**src/rtl/i2c_pkg.sv**
```systemverilog
// Shared types and defaults for the I2C target front end.
// Used by the glitch filter and i2c_target_core.
package i2c_pkg;

   localparam int         BYTE_W               = 8;
   localparam logic [6:0] DEFAULT_ADDRESS      = 7'h42;
   localparam int         DEFAULT_FILTER_DEPTH = 3;

   typedef enum logic [2:0] {
      IDLE,
      ADDR,
      ADDR_ACK,
      WRITE,
      WRITE_ACK,
      READ,
      READ_ACK,
      IGNORE
   } i2c_state_t;

endpackage

```
**src/rtl/i2c_glitch_filter.sv**
```systemverilog
// Two-flop synchroniser plus a run-length filter on one bus line.
// The output follows the pin 2 + FILTER_DEPTH cycles later and resets to 1.
module i2c_glitch_filter #(
   parameter int FILTER_DEPTH = 3
) (
   input  logic clk,
   input  logic reset,
   input  logic pin_in,
   output logic filt_out
);

   localparam int CNT_W = $clog2(FILTER_DEPTH + 1);

   logic             sync1_q, sync1_d;
   logic             sync2_q, sync2_d;
   logic             filt_q, filt_d;
   logic [CNT_W-1:0] cnt_q, cnt_d;

   // The counter runs only while the synchronised sample disagrees with the output.
   always_comb begin
      sync1_d = pin_in;
      sync2_d = sync1_q;
      filt_d  = filt_q;
      cnt_d   = '0;
      if (sync2_q != filt_q) begin
         if (cnt_q == CNT_W'(FILTER_DEPTH - 1)) begin
            filt_d = sync2_q;
         end else begin
            cnt_d = cnt_q + 1'b1;
         end
      end
   end

   always_ff @(posedge clk) begin
      if (reset) begin
         sync1_q <= 1'b1;
         sync2_q <= 1'b1;
         filt_q  <= 1'b1;
         cnt_q   <= '0;
      end else begin
         sync1_q <= sync1_d;
         sync2_q <= sync2_d;
         filt_q  <= filt_d;
         cnt_q   <= cnt_d;
      end
   end

   assign filt_out = filt_q;

endmodule

```
**src/rtl/i2c_target_core.sv**
```systemverilog
// I2C target front end: filtered START/STOP detection, address match, byte rx/tx, ACK/NACK.
// Event pulses lag the filtered edge by 1 cycle; I2C_GENERAL_CALL_EN also answers address byte 8'h00.
module i2c_target_core
   import i2c_pkg::*;
#(
   parameter logic [6:0] ADDRESS      = DEFAULT_ADDRESS,
   parameter int         FILTER_DEPTH = DEFAULT_FILTER_DEPTH
) (
   input  logic              clk,
   input  logic              reset,
   input  logic              scl_in,
   input  logic              sda_in,
   output logic              sda_oe,
   output logic              seen_start,
   output logic              seen_repeated_start,
   output logic              seen_stop,
   output logic              addr_match,
   output logic              is_read,
   output logic [BYTE_W-1:0] rx_data,
   output logic              rx_valid,
   input  logic [BYTE_W-1:0] tx_data,
   output logic              tx_req,
   output logic              tx_nack
);

   logic scl_f, sda_f;

   i2c_glitch_filter #(.FILTER_DEPTH(FILTER_DEPTH)) u_scl_filter (
      .clk(clk), .reset(reset), .pin_in(scl_in), .filt_out(scl_f)
   );

   i2c_glitch_filter #(.FILTER_DEPTH(FILTER_DEPTH)) u_sda_filter (
      .clk(clk), .reset(reset), .pin_in(sda_in), .filt_out(sda_f)
   );

   i2c_state_t        state_q, state_d;
   logic [2:0]        bit_cnt_q, bit_cnt_d;
   logic [6:0]        shift_q, shift_d;
   logic [BYTE_W-1:0] tx_shift_q, tx_shift_d;
   logic [BYTE_W-1:0] rx_data_q, rx_data_d;
   logic              scl_prev_q, scl_prev_d, sda_prev_q, sda_prev_d;
   logic              sda_oe_q, sda_oe_d, is_read_q, is_read_d;
   logic              seen_start_q, seen_start_d, seen_rs_q, seen_rs_d;
   logic              seen_stop_q, seen_stop_d, addr_match_q, addr_match_d;
   logic              rx_valid_q, rx_valid_d, tx_nack_q, tx_nack_d;
   logic              tx_req_c;

   logic              scl_rise, scl_fall, start_det, stop_det, addr_ok, gen_call;
   logic [BYTE_W-1:0] rx_byte;

   assign scl_rise  = scl_f & ~scl_prev_q;
   assign scl_fall  = ~scl_f & scl_prev_q;
   assign start_det = scl_f & scl_prev_q & sda_prev_q & ~sda_f;
   assign stop_det  = scl_f & scl_prev_q & ~sda_prev_q & sda_f;
   assign rx_byte   = {shift_q, sda_f};

`ifdef I2C_GENERAL_CALL_EN
   assign gen_call = (rx_byte == 8'h00);
`else
   assign gen_call = 1'b0;
`endif

   assign addr_ok = (rx_byte[7:1] == ADDRESS) | gen_call;

   always_comb begin
      state_d      = state_q;
      bit_cnt_d    = bit_cnt_q;
      shift_d      = shift_q;
      tx_shift_d   = tx_shift_q;
      rx_data_d    = rx_data_q;
      sda_oe_d     = sda_oe_q;
      is_read_d    = is_read_q;
      scl_prev_d   = scl_f;
      sda_prev_d   = sda_f;
      seen_start_d = 1'b0;
      seen_rs_d    = 1'b0;
      seen_stop_d  = 1'b0;
      addr_match_d = 1'b0;
      rx_valid_d   = 1'b0;
      tx_nack_d    = 1'b0;
      tx_req_c     = 1'b0;

      if (start_det) begin
         state_d      = ADDR;
         bit_cnt_d    = '0;
         sda_oe_d     = 1'b0;
         is_read_d    = 1'b0;
         seen_start_d = (state_q == IDLE);
         seen_rs_d    = (state_q != IDLE);
      end else if (stop_det) begin
         state_d     = IDLE;
         bit_cnt_d   = '0;
         sda_oe_d    = 1'b0;
         is_read_d   = 1'b0;
         seen_stop_d = 1'b1;
      end else begin
         case (state_q)
            ADDR, WRITE: begin
               if (scl_rise) begin
                  shift_d   = rx_byte[6:0];
                  bit_cnt_d = bit_cnt_q + 3'd1;
                  if (bit_cnt_q == 3'd7) begin
                     if (state_q == WRITE) begin
                        rx_data_d  = rx_byte;
                        rx_valid_d = 1'b1;
                        state_d    = WRITE_ACK;
                     end else if (addr_ok) begin
                        addr_match_d = 1'b1;
                        is_read_d    = rx_byte[0];
                        state_d      = ADDR_ACK;
                     end else begin
                        state_d = IGNORE;
                     end
                  end
               end
            end
            // First falling edge opens the ACK slot, the second closes it.
            ADDR_ACK, WRITE_ACK: begin
               if (scl_fall) begin
                  if (!sda_oe_q) begin
                     sda_oe_d = 1'b1;
                  end else if (state_q == ADDR_ACK && is_read_q) begin
                     tx_req_c = 1'b1;
                  end else begin
                     sda_oe_d = 1'b0;
                     state_d  = WRITE;
                  end
               end
            end
            READ: begin
               if (scl_fall) begin
                  bit_cnt_d = bit_cnt_q + 3'd1;
                  if (bit_cnt_q == 3'd7) begin
                     sda_oe_d = 1'b0;
                     state_d  = READ_ACK;
                  end else begin
                     tx_shift_d = {tx_shift_q[6:0], 1'b0};
                     sda_oe_d   = ~tx_shift_q[6];
                  end
               end
            end
            READ_ACK: begin
               if (scl_rise && sda_f) begin
                  tx_nack_d = 1'b1;
                  state_d   = IGNORE;
               end else if (scl_fall) begin
                  tx_req_c = 1'b1;
               end
            end
            default: ;
         endcase

         // tx_data is taken in the same cycle tx_req is raised so bit 7 meets the 1-cycle drive slot.
         if (tx_req_c) begin
            tx_shift_d = tx_data;
            sda_oe_d   = ~tx_data[7];
            bit_cnt_d  = '0;
            state_d    = READ;
         end
      end
   end

   always_ff @(posedge clk) begin
      if (reset) begin
         state_q      <= IDLE;
         bit_cnt_q    <= '0;
         shift_q      <= '0;
         tx_shift_q   <= '0;
         rx_data_q    <= '0;
         sda_oe_q     <= 1'b0;
         is_read_q    <= 1'b0;
         scl_prev_q   <= 1'b1;
         sda_prev_q   <= 1'b1;
         seen_start_q <= 1'b0;
         seen_rs_q    <= 1'b0;
         seen_stop_q  <= 1'b0;
         addr_match_q <= 1'b0;
         rx_valid_q   <= 1'b0;
         tx_nack_q    <= 1'b0;
      end else begin
         state_q      <= state_d;
         bit_cnt_q    <= bit_cnt_d;
         shift_q      <= shift_d;
         tx_shift_q   <= tx_shift_d;
         rx_data_q    <= rx_data_d;
         sda_oe_q     <= sda_oe_d;
         is_read_q    <= is_read_d;
         scl_prev_q   <= scl_prev_d;
         sda_prev_q   <= sda_prev_d;
         seen_start_q <= seen_start_d;
         seen_rs_q    <= seen_rs_d;
         seen_stop_q  <= seen_stop_d;
         addr_match_q <= addr_match_d;
         rx_valid_q   <= rx_valid_d;
         tx_nack_q    <= tx_nack_d;
      end
   end

   assign sda_oe              = sda_oe_q;
   assign seen_start          = seen_start_q;
   assign seen_repeated_start = seen_rs_q;
   assign seen_stop           = seen_stop_q;
   assign addr_match          = addr_match_q;
   assign is_read             = is_read_q;
   assign rx_data             = rx_data_q;
   assign rx_valid            = rx_valid_q;
   assign tx_req              = tx_req_c;
   assign tx_nack             = tx_nack_q;

endmodule

```
**config.mk**
```make
export PLATFORM = sky130hd
export DESIGN_NAME = i2c_target_core
export DESIGN_NICKNAME = d
export VERILOG_FILES = /design/src/rtl/i2c_pkg.sv /design/src/rtl/i2c_glitch_filter.sv /design/src/rtl/i2c_target_core.sv
export SDC_FILE = /design/constraint.sdc
export NUM_CORES = 1
export LEC_CHECK = 0
export CORE_ASPECT_RATIO = 0.9
export CORE_MARGIN = 4
export CORE_UTILIZATION = 35
export CTS_CLUSTER_SIZE = 16
export DETAILED_ROUTE_END_ITERATION = 8
export GPL_ROUTABILITY_DRIVEN = 0
export MAX_ROUTING_LAYER = met4
export PLACE_DENSITY = 0.57
export SYNTH_ARGS = -nofsm -noshare
export SYNTH_HDL_FRONTEND = slang
export SYNTH_SLANG_ARGS = --single-unit
```
**constraint.sdc**
```tcl
create_clock -name clk -period 1.6 [get_ports clk]
set_input_delay 0.32 -clock clk [delete_from_list [all_inputs] [get_ports clk]]
set_output_delay 0.32 -clock clk [all_outputs]
set_load 0.05 [all_outputs]
```
* Word level (Yosys, flattened, before mapping)
Index checks and enable logic that the tools add are counted.
** Storage, ports and cells
- Output and inout port bits :: 17
- Bits in registers :: 48
** Cells by class
- Add/sub/neg operators :: 3
- Multiplexer cells :: 41
- Reductions and logical operators :: 33
- Bitwise gates (word level) :: 22
- Equality and inequality tests :: 37
** Operator list (count)
- 5-bit != test (second input constant) :: 8
- 3-bit 2-to-1 mux :: 13
- 7-bit 2-to-1 mux :: 4
- 9-bit AND reduction :: 3
- 3-bit != test (second input constant) :: 8
- 1-bit 2-to-1 mux :: 20
- 2-bit != test (second input constant) :: 8
- 1-bit inverter :: 15
- 3-bit equality test (second input constant) :: 4
- 3-bit one-hot mux with 4 select lines :: 1
- 5-bit AND reduction :: 2
- 3-bit OR reduction :: 3
- 2-bit OR reduction :: 4
- 4-bit OR reduction :: 2
- 1-bit bitwise AND :: 7
- 7-bit equality test (second input constant) :: 1
- 7-bit nonzero test :: 1
- 7-bit OR reduction :: 1
- 3-bit by 2-bit equality test with 1-bit output (second input constant) :: 2
- 3-bit one-hot mux with 2 select lines :: 1
- 3-bit AND reduction :: 2
- 6-bit AND reduction :: 1
- 2-bit nonzero test :: 3
- 3-bit nonzero test :: 2
- other kinds (14) :: 20

* Longest topological paths before layout
Gate-level depths: netlist of the first run.
- Depth in word-level cells :: 11
- Mapped depth :: 8
- Gate-level depth less buffers :: 7

* Hierarchy
From an unflattened synthesis of the first run, not the netlist that was laid out.
** Second synthesis, totals
- Cells, all modules :: 212
- Area total of the unflattened synthesis :: 2055.7 µm²
** Modules (own cells, without submodules)
- i2c_target_core :: instances 1, seq. area each 760.7 µm², cells each 184, area each 1722.9 µm²
- i2c_glitch_filter :: instances 2, seq. area each 100.1 µm², cells each 14, area each 166.4 µm²

* Worst setup path after synthesis of the first run
No wires, ideal clock.
- Path kind :: register to register
- Start :: register sda_oe_q (netlist: sda_oe)
- End :: register tx_shift_q[2]
- Required time :: 1472 ps
- Path buffers :: 1
- Slack :: -430 ps
- Stages on the path, launching flop included :: 9
- Clock period less this slack :: 2030 ps
- Arrival :: 1902 ps
- Cell sequence :: dfxtp_1 -> a21oi_1 -> nor3_2 -> nand2_2 -> inv_2 -> buf_6 -> mux2_2 -> mux2i_1 -> nor2_1
** Between the ends
- Longest elaborated chain between the ends :: 7
** RTL lines
- start: declaration :: RTL line i2c_target_core.sv:42 : logic sda_oe_q, sda_oe_d, is_read_q, is_read_d;
- start signal: assignment :: RTL line i2c_target_core.sv:186 : sda_oe_q <= sda_oe_d;
- 1-bit 2-to-1 mux * :: RTL line i2c_target_core.sv:120 : if (!sda_oe_q) begin
- 1-bit 2-to-1 mux * :: RTL line i2c_target_core.sv:119 : if (scl_fall) begin
- 1-bit one-hot mux with 2 select lines * :: RTL line i2c_target_core.sv:97 : case (state_q)
- 1-bit 2-to-1 mux * :: RTL line i2c_target_core.sv:90 : end else if (stop_det) begin
- 1-bit 2-to-1 mux * :: RTL line i2c_target_core.sv:83 : if (start_det) begin
- 2-bit by 1-bit != test with 1-bit output (no line) or 2-bit nonzero test (tied branches)
- 5-bit AND reduction (no line)
- end signal: assignment :: RTL line i2c_target_core.sv:184 : tx_shift_q <= tx_shift_d;
- end: declaration :: RTL line i2c_target_core.sv:39 : logic [BYTE_W-1:0] tx_shift_q, tx_shift_d;
Every way passes the cells marked *; elsewhere a longest branch is shown, timed or not. The select of a mux whose other input is x is not followed.
A chain may end at the register's enable or synchronous reset.

* Worst setup path in the final report of the first run
- Start :: register state_q[2]
- End :: output port tx_req
** Between the ends
- Longest elaborated chain between the ends :: 10
** RTL lines
- start: declaration :: RTL line i2c_target_core.sv:36 : i2c_state_t state_q, state_d;
- start signal: assignment :: RTL line i2c_target_core.sv:181 : state_q <= state_d;
- 3-bit by 2-bit equality test with 1-bit output :: RTL line i2c_target_core.sv:97, i2c_target_core.sv:122
- 1-bit logical AND :: RTL line i2c_target_core.sv:122 : end else if (state_q == ADDR_ACK && is_read_q) begin
- 1-bit 2-to-1 mux :: RTL line i2c_target_core.sv:122
- 1-bit 2-to-1 mux :: RTL line i2c_target_core.sv:120
- 1-bit 2-to-1 mux :: RTL line i2c_target_core.sv:119
- 1-bit one-hot mux with 2 select lines * :: RTL line i2c_target_core.sv:97
- 1-bit 2-to-1 mux * :: RTL line i2c_target_core.sv:90
- 1-bit 2-to-1 mux * :: RTL line i2c_target_core.sv:83
- 1-bit 2-to-1 mux * :: RTL line i2c_target_core.sv:90
- 1-bit 2-to-1 mux * :: RTL line i2c_target_core.sv:83
- end: declaration :: RTL line i2c_target_core.sv:22 : output logic tx_req,
Marked as above.

==> results.md, run 1 <==
* Status: finished with violations
* Failing checks: setup timing
* Arr. time, crit path at 1.30 ns
* Fin area at 2980 um2
* Layout Area Growth over Synthesis at 41.9%
* CP peak stage delay at 0.39 ns
* Residual DRC count at 0
* Core area at 5760 um2
* Asr flop ratio synth at 0%
* Relative slew slack at 76.6%
* Setup TNS at -0.0337 ns
* Yosys warnings at 0
* Ranking of synthesized cells by area: dfxtp_1, mux2i_1, nor2_1
* Netlist cell types at 50
* LEAKAGE at 1.27 nW
* Share of the synthesized area in the top cell type at 45.8%
* Largest net degree at the start of global routing at 24
* Setup crit start kind: register
* Final hold violations at 0
* Max cap viols at 0
* Antenna cells at 0
* Cell Pwr Density at 888 nW/um2
* Tcrit/Tclk final at 101%
* Layout Cells excl Fill at 344
* Grt total ovfl at 0
* CTS tree: built
* Actual slew at the worst max-slew pin at 0.348 ns
* Count leader, synth: dfxtp_1
* HP Start: u_sda_filter.cnt_q[0]$_SDFF_PP0_
* First-pass GRT wire length at 7160 um
* Final core occ at 51.7%
* Crit path cell chain: a21oi_4 > nor3_4 > nand2_2 > clkinv_4 > buf_6 > buf_12
* Power Total at 2.65 mW
* Final WS setup at -0.0240 ns
* Post-synth EDFFs at 0
* Final setup vio count at 2
* Final #Nets at 289
* Starting Density at 36.5%
* All-Layer GR Usage at 12.7%
* Worst VDD drop at 0.521 mV
* Element type at the critical path end: output port
* Reg2reg path depth at 6
* Setup Skew at 0.00886 ns
* FF+latch count, synth at 48
* Hold buffers post-CTS at 0
* Worst-Skew Late Latency at 0.29 ns
* R2R Path Start: state_q[2]$_SDFFE_PP0P_
* CTS sink count at 48
* Min Hold Slack at 0.414 ns
* IO Pins at 29
* Crit path from: state_q[2]$_SDFFE_PP0P_
* Remaining antenna violation count after routing at 0
* TritonCTS buffer count at 5
* Pre-CTS setup slack at -0.0577 ns
* First DRT Iteration DRCs at 100
* Final Max Tran Viols at 0
* Hold Crit Depth at 1
* Initial antenna violation count at 0
* CP required at 1.28 ns
* Routed wire length at 4410 um
* Crit path time final at 1.62 ns
* Register area share after synthesis at 45.8%
* Mean Syn Cell Area at 9.81 um2
* Placed inst area at 2650 um2
* Reg2reg setup slack at -0.01 ns
* Drt via density at 4.90
* H-tree depth at 2
* Worst Hold Class: reg2reg
* Post-Syn Instances at 214
* Clk root buf: clkbuf_8
* Vias in the first global route at 1622
* Crit Path Category: reg2out
* R2R Path End: is_read$_SDFFE_PP0P_
* Placed cell count at 327
* PortBufs at 28
* CP max stage cell: dfxtp_4
* Die height at 81.5 um
* Post-Syn Nets at 230
* Top cells by count, synth: dfxtp_1, nor2_1, mux2i_1
* Crit-path max FO at 5
* Vias at 1684
* Synthesized area at 2100 um2
* Fill count at 516
* Area leader, netlist: dfxtp_1
* Core Rows at 26
* Clock buffer depth at 2
* WL/cell at 12.8 um
* Final HPWL DP at 3130 um
* TritonRoute pass-1 iters at 4
* Die ar. at 7300 um2
* Ys flop type: dfxtp_1
* Fmax achieved at 0.616 GHz
* Clock edge transition at the registers on the reported setup and hold paths at 0.08 ns
* Layout cells sized above 1 at 38.7%
* Hold Crit Endpoint: u_sda_filter.cnt_q[0]$_SDFF_PP0_
* RSZ-0062 raised after global routing: yes
* Die X at 89.6 um
[power by group]
group / switching, mW / total (mW) / internal, mW / leakage, nW
Sequential: 0.0452 / 1.27 / 1.23 / 0.392
Combinational: 0.244 / 0.525 / 0.282 / 0.815
Clock: 0.383 / 0.847 / 0.464 / 0.0585
Total: 0.672 / 2.65 / 1.97 / 1.27
[worst max-delay path, delay by kind of cell (launching register included)]
family / cells / cell delay (ns)
DFF: 1 / 0.39
and+or+nand+nor: 2 / 0.30
buffers and inverters: 3 / 0.28
AOI/OAI and AO/OA: 1 / 0.04
[area by class of cell]
class | count | area, um2 | share of cell area (%)
Clock buffer | 5 | 68.8 | 2.31
Clock inverter | 3 | 41.3 | 1.39
Multi-Input combinational cell | 147 | 1160 | 38.8
Timing Repair Buffer | 65 | 614 | 20.6
Sequential cell | 48 | 983 | 33.0
Inverter | 6 | 27.5 | 0.924
Tap cell | 70 | 87.6 | 2.94
[metal layers]
| layer | global-route usage, % | routed length, um | vias up |
|---|---|---|---|
| met5 | - | 0 | - |
| met4 | 4.46 | 72 | 0 |
| met3 | 3.01 | 167 | 8 |
| met2 | 19.9 | 2020 | 38 |
| met1 | 16.1 | 2150 | 776 |
| li1 | - | - | 862 |
[sequential cells by signal, indices dropped and copies added (netlist names), 2 cells and up]
signal and count:
bit_cnt_q 3, shift_q 7, rx_data 8, u_scl_filter.cnt_q 2
u_sda_filter.cnt_q 2, tx_shift_q 7, state_q 3
[logic make-up after synthesis]
family                     Yosys count  synth area share [%]
buffers and inverters               19                  5.01
AOI/OAI and AO/OA                   28                  10.2
adders and majority gates            4                  2.38
muxes                               30                  14.7
DFF                                 48                  45.8
xor gates and xnor gates             5                  2.09
and+or+nand+nor                     80                  19.9
[cells in the final DEF, fill, tap and decap left out, types with 2 or more instances in the layout]
cell / instances
buf_4: 43
dfxtp_1: 40
nor2_1: 37
mux2i_1: 24
clkdlybuf4s50_1: 11
a21oi_1: 6
or2_2: 6
nor3_1: 5
mux2_4: 5
clkbuf_8: 5
dfxtp_4: 5
buf_12: 5
buf_6: 5
xnor2_1: 4
inv_1: 3
nand2b_1: 3
o21a_1: 3
a211o_1: 3
nor2b_1: 3
dfxtp_2: 3
inv_2: 2
nand2_2: 2
nor2_2: 2
and3_1: 2
nand3_1: 2
o21ai_0: 2
nor4b_1: 2
nand2_1: 2
or3_1: 2
ha_4: 2
ha_1: 2
[what timing repair did]
item | 4_1_cts | 5_1_grt
setup buffers | 4 | 4
gates resized for setup | 17 | 19
gates cloned | 0 | 1
pin swaps | 5 | 12
endpoints found under the setup margin | 4 | 13
[worst max-delay path by stage]
stage          cells past startpoint  slack [ns]                    endpoint
2_1_floorplan                      8       -0.09  tx_shift_q[2]$_SDFFE_PP0P_
3_3_place_gp                       4       -0.04     state_q[1]$_SDFFE_PP0P_
3_5_place_dp                       7       -0.06     state_q[2]$_SDFFE_PP0P_
4_1_cts                            6       -0.02                      tx_req
5_1_grt                            6       -0.09                      tx_req
6_report                           6       -0.02                      tx_req
Power figures use the tool's default switching activity.
==> run 2, diff against run 1 <==
--- a/config.mk
+++ b/config.mk
@@ -13,6 +13,7 @@
 export GPL_ROUTABILITY_DRIVEN = 0
 export MAX_ROUTING_LAYER = met4
 export PLACE_DENSITY = 0.57
+export SKIP_CTS_REPAIR_TIMING = 1
 export SYNTH_ARGS = -nofsm -noshare
 export SYNTH_HDL_FRONTEND = slang
 export SYNTH_SLANG_ARGS = --single-unit
==> run 2 against run 1 <==
Effect of this change: sequential share of layout area increased by 0.68 points; power down 1.7%; the run still ends with setup timing left; routed wire length shrank 3.1%; first-iteration DRC count decreased by 20%; setup slack got worse by 0.016 ns.
==> results.md, run 2 (synthesis results as in run 1) <==
* Status: finished with violations (unchanged)
* Met3 Track Usage GR at 3.01% (unchanged)
* R2R Path End: state_q[2]$_SDFFE_PP0P_ (was is_read$_SDFFE_PP0P_)
* Setup Skew at 0.00831 ns (was 0.00886 ns)
* Clock buffer depth at 2 (unchanged)
* Max reg flops at 8 (unchanged)
* Relative slew slack at 76.7% (was 76.6%)
* CP required at 1.78 ns (was 1.28 ns)
* Arr. time, crit path at 1.82 ns (was 1.30 ns)
* LEAKAGE at 1.25 nW (was 1.27 nW)
* Layout Area Growth over Synthesis at 38.7% (was 41.9%)
* Busiest grt layer: met2 (unchanged)
* TritonRoute pass-1 iters at 4 (unchanged)
* Die height at 81.5 um (unchanged)
* Drt via density at 4.83 (was 4.90)
* WL/cell at 12.5 um (was 12.8 um)
* Pre-CTS setup slack at -0.0577 ns (unchanged)
* Remaining antenna violation count after routing at 0 (unchanged)
* Die ar. at 7300 um2 (unchanged)
* Crit-path max FO at 7 (was 5)
* Setup crit start kind: register (unchanged)
* Met1 Use GR at 15.7% (was 16.1%)
* Core Rows at 26 (unchanged)
* Fmax achieved at 0.610 GHz (was 0.616 GHz)
* Crit Path Category: reg2reg (was reg2out)
* Element type at the critical path end: register (was output port)
* Met2 GRT Util at 19.1% (was 19.9%)
* Crit path time final at 1.64 ns (was 1.62 ns)
* Clock edge transition at the registers on the reported setup and hold paths at 0.08 ns (about the same)
* Fill count at 525 (was 516)
* All-Layer GR Usage at 12.3% (was 12.7%)
* Core area at 5760 um2 (unchanged)
* Final HPWL DP at 3130 um (unchanged)
* Reg2reg path depth at 7 (was 6)
* Worst Setup EP: state_q[2]$_SDFFE_PP0P_ (was tx_req)
* Antenna cells at 0 (unchanged)
* H-tree depth at 2 (unchanged)
* Worst VDD drop at 0.522 mV (was 0.521 mV)
* Final setup vio count at 3 (was 2)
* Setup TNS at -0.101 ns (was -0.0337 ns)
* Power Total at 2.60 mW (was 2.65 mW)
* Commonest cells after routing, fill and taps aside: buf_4, dfxtp_1, nor2_1, mux2i_1, clkdlybuf4s50_1 (unchanged)
* First-pass GRT wire length at 6960 um (was 7160 um)
* CTS tree: built (unchanged)
* R2R Path Start: state_q[1]$_SDFFE_PP0P_ (was state_q[2]$_SDFFE_PP0P_)
* Final hold violations at 0 (unchanged)
* Crit path from: state_q[1]$_SDFFE_PP0P_ (was state_q[2]$_SDFFE_PP0P_)
* Final WS setup at -0.0397 ns (was -0.0240 ns)
* Grt total ovfl at 0 (unchanged)
* IO Pins at 29 (unchanged)
* Largest net degree at the start of global routing at 24 (unchanged)
* Routed wire length at 4270 um (was 4410 um)
* Tcrit/Tclk final at 102% (was 101%)
* First DRT Iteration DRCs at 80 (was 100)
* Worst Hold Class: reg2reg (unchanged)
* Final core occ at 50.6% (was 51.7%)
* Failing checks: setup timing (unchanged)
* Actual slew at the worst max-slew pin at 0.347 ns (was 0.348 ns)
* Reg2reg setup slack at -0.04 ns (was -0.01 ns)
* CTS sink count at 48 (unchanged)
* PortBufs at 28 (unchanged)
* Worst-Skew Late Latency at 0.29 ns (about the same)
* Initial antenna violation count at 0 (unchanged)
* Vias in the first global route at 1588 (was 1622)
* Max cap viols at 0 (unchanged)
* Starting Density at 36.5% (unchanged)
* Clk root buf: clkbuf_8 (unchanged)
* Vias at 1655 (was 1684)
* Final Max Tran Viols at 0 (unchanged)
* Die X at 89.6 um (unchanged)
* Residual DRC count at 0 (unchanged)
* Final #Nets at 288 (was 289)
* Layout cells sized above 1 at 36.6% (was 38.7%)
* RSZ-0062 raised after global routing: yes (unchanged)
* Commonest non-fill, non-tap cell in the layout: buf_4 (unchanged)
* TritonCTS buffer count at 5 (unchanged)
* Cell Pwr Density at 894 nW/um2 (was 888 nW/um2)
run 2: changes by cell type in the layout (fill, tap and decap cells not counted), sizes merged:
cell | previous run | this run
clkbuf | 6 | 5
run 2: critical path, cell delays in order (launching register included):
cell and delay (ns):
dfxtp_2 0.35, buf_4 0.16, nor2_1 0.08, a211o_1 0.29, o221ai_2 0.19, buf_4 0.14, o21ai_0 0.06, o221a_2 0.27
run 2: metal layers:
layer | share of wire (%) | wire [um] | vias to the layer above
met5 | 0 | 0 | -
met3 | 4.4 | 187 | 4
met2 | 46 | 1950 | 39
met1 | 49 | 2090 | 754
li1 | - | - | 858
met4 | 1.1 | 48 | 0
run 2: power breakdown:
group	internal (mW)	switching, mW	total, mW
Combinational	0.259	0.229	0.489
Sequential	1.23	0.0405	1.27
Clock	0.464	0.382	0.846
Total	1.95	0.652	2.60
run 2: area by class of cell:
| class | instances | area, um2 | share of cell area [%] |
|---|---|---|---|
| Timing Repair Buffer | 64 | 574 | 19.7 |
| Inverter | 6 | 27.5 | 0.945 |
| Sequential cell | 48 | 981 | 33.7 |
| Clock buffer | 5 | 68.8 | 2.36 |
| Clock inverter | 3 | 41.3 | 1.42 |
| Tap cell | 70 | 87.6 | 3.01 |
| Multi-Input combinational cell | 147 | 1130 | 38.8 |
run 2: worst min-delay path by stage:
stage | startpoint | end | slack [ns] | cells after the start
after floorplan | u_scl_filter.sync1_q$_SDFF_PP1_ | u_scl_filter.sync2_q$_SDFF_PP1_ | 0.39 | 1
after global placement | u_scl_filter.sync1_q$_SDFF_PP1_ | u_scl_filter.sync2_q$_SDFF_PP1_ | 0.39 | 1
after detailed placement | u_sda_filter.sync1_q$_SDFF_PP1_ | u_sda_filter.sync2_q$_SDFF_PP1_ | 0.40 | 1
after CTS | u_scl_filter.cnt_q[0]$_SDFF_PP0_ | u_scl_filter.cnt_q[0]$_SDFF_PP0_ | 0.41 | 1
after global routing | u_scl_filter.cnt_q[0]$_SDFF_PP0_ | u_scl_filter.cnt_q[0]$_SDFF_PP0_ | 0.44 | 1
final | u_sda_filter.cnt_q[0]$_SDFF_PP0_ | u_sda_filter.cnt_q[0]$_SDFF_PP0_ | 0.41 | 1
run 2: through the flow:
step | area [um2] | hold WS, ns | cells
floorplan | 2140 | 0.389 | 214
global placement | 2650 | 0.394 | 327
detailed placement | 2650 | 0.399 | 327
CTS | 2760 | 0.414 | 335
global route | 2910 | 0.437 | 343
finish | 2910 | 0.414 | 343
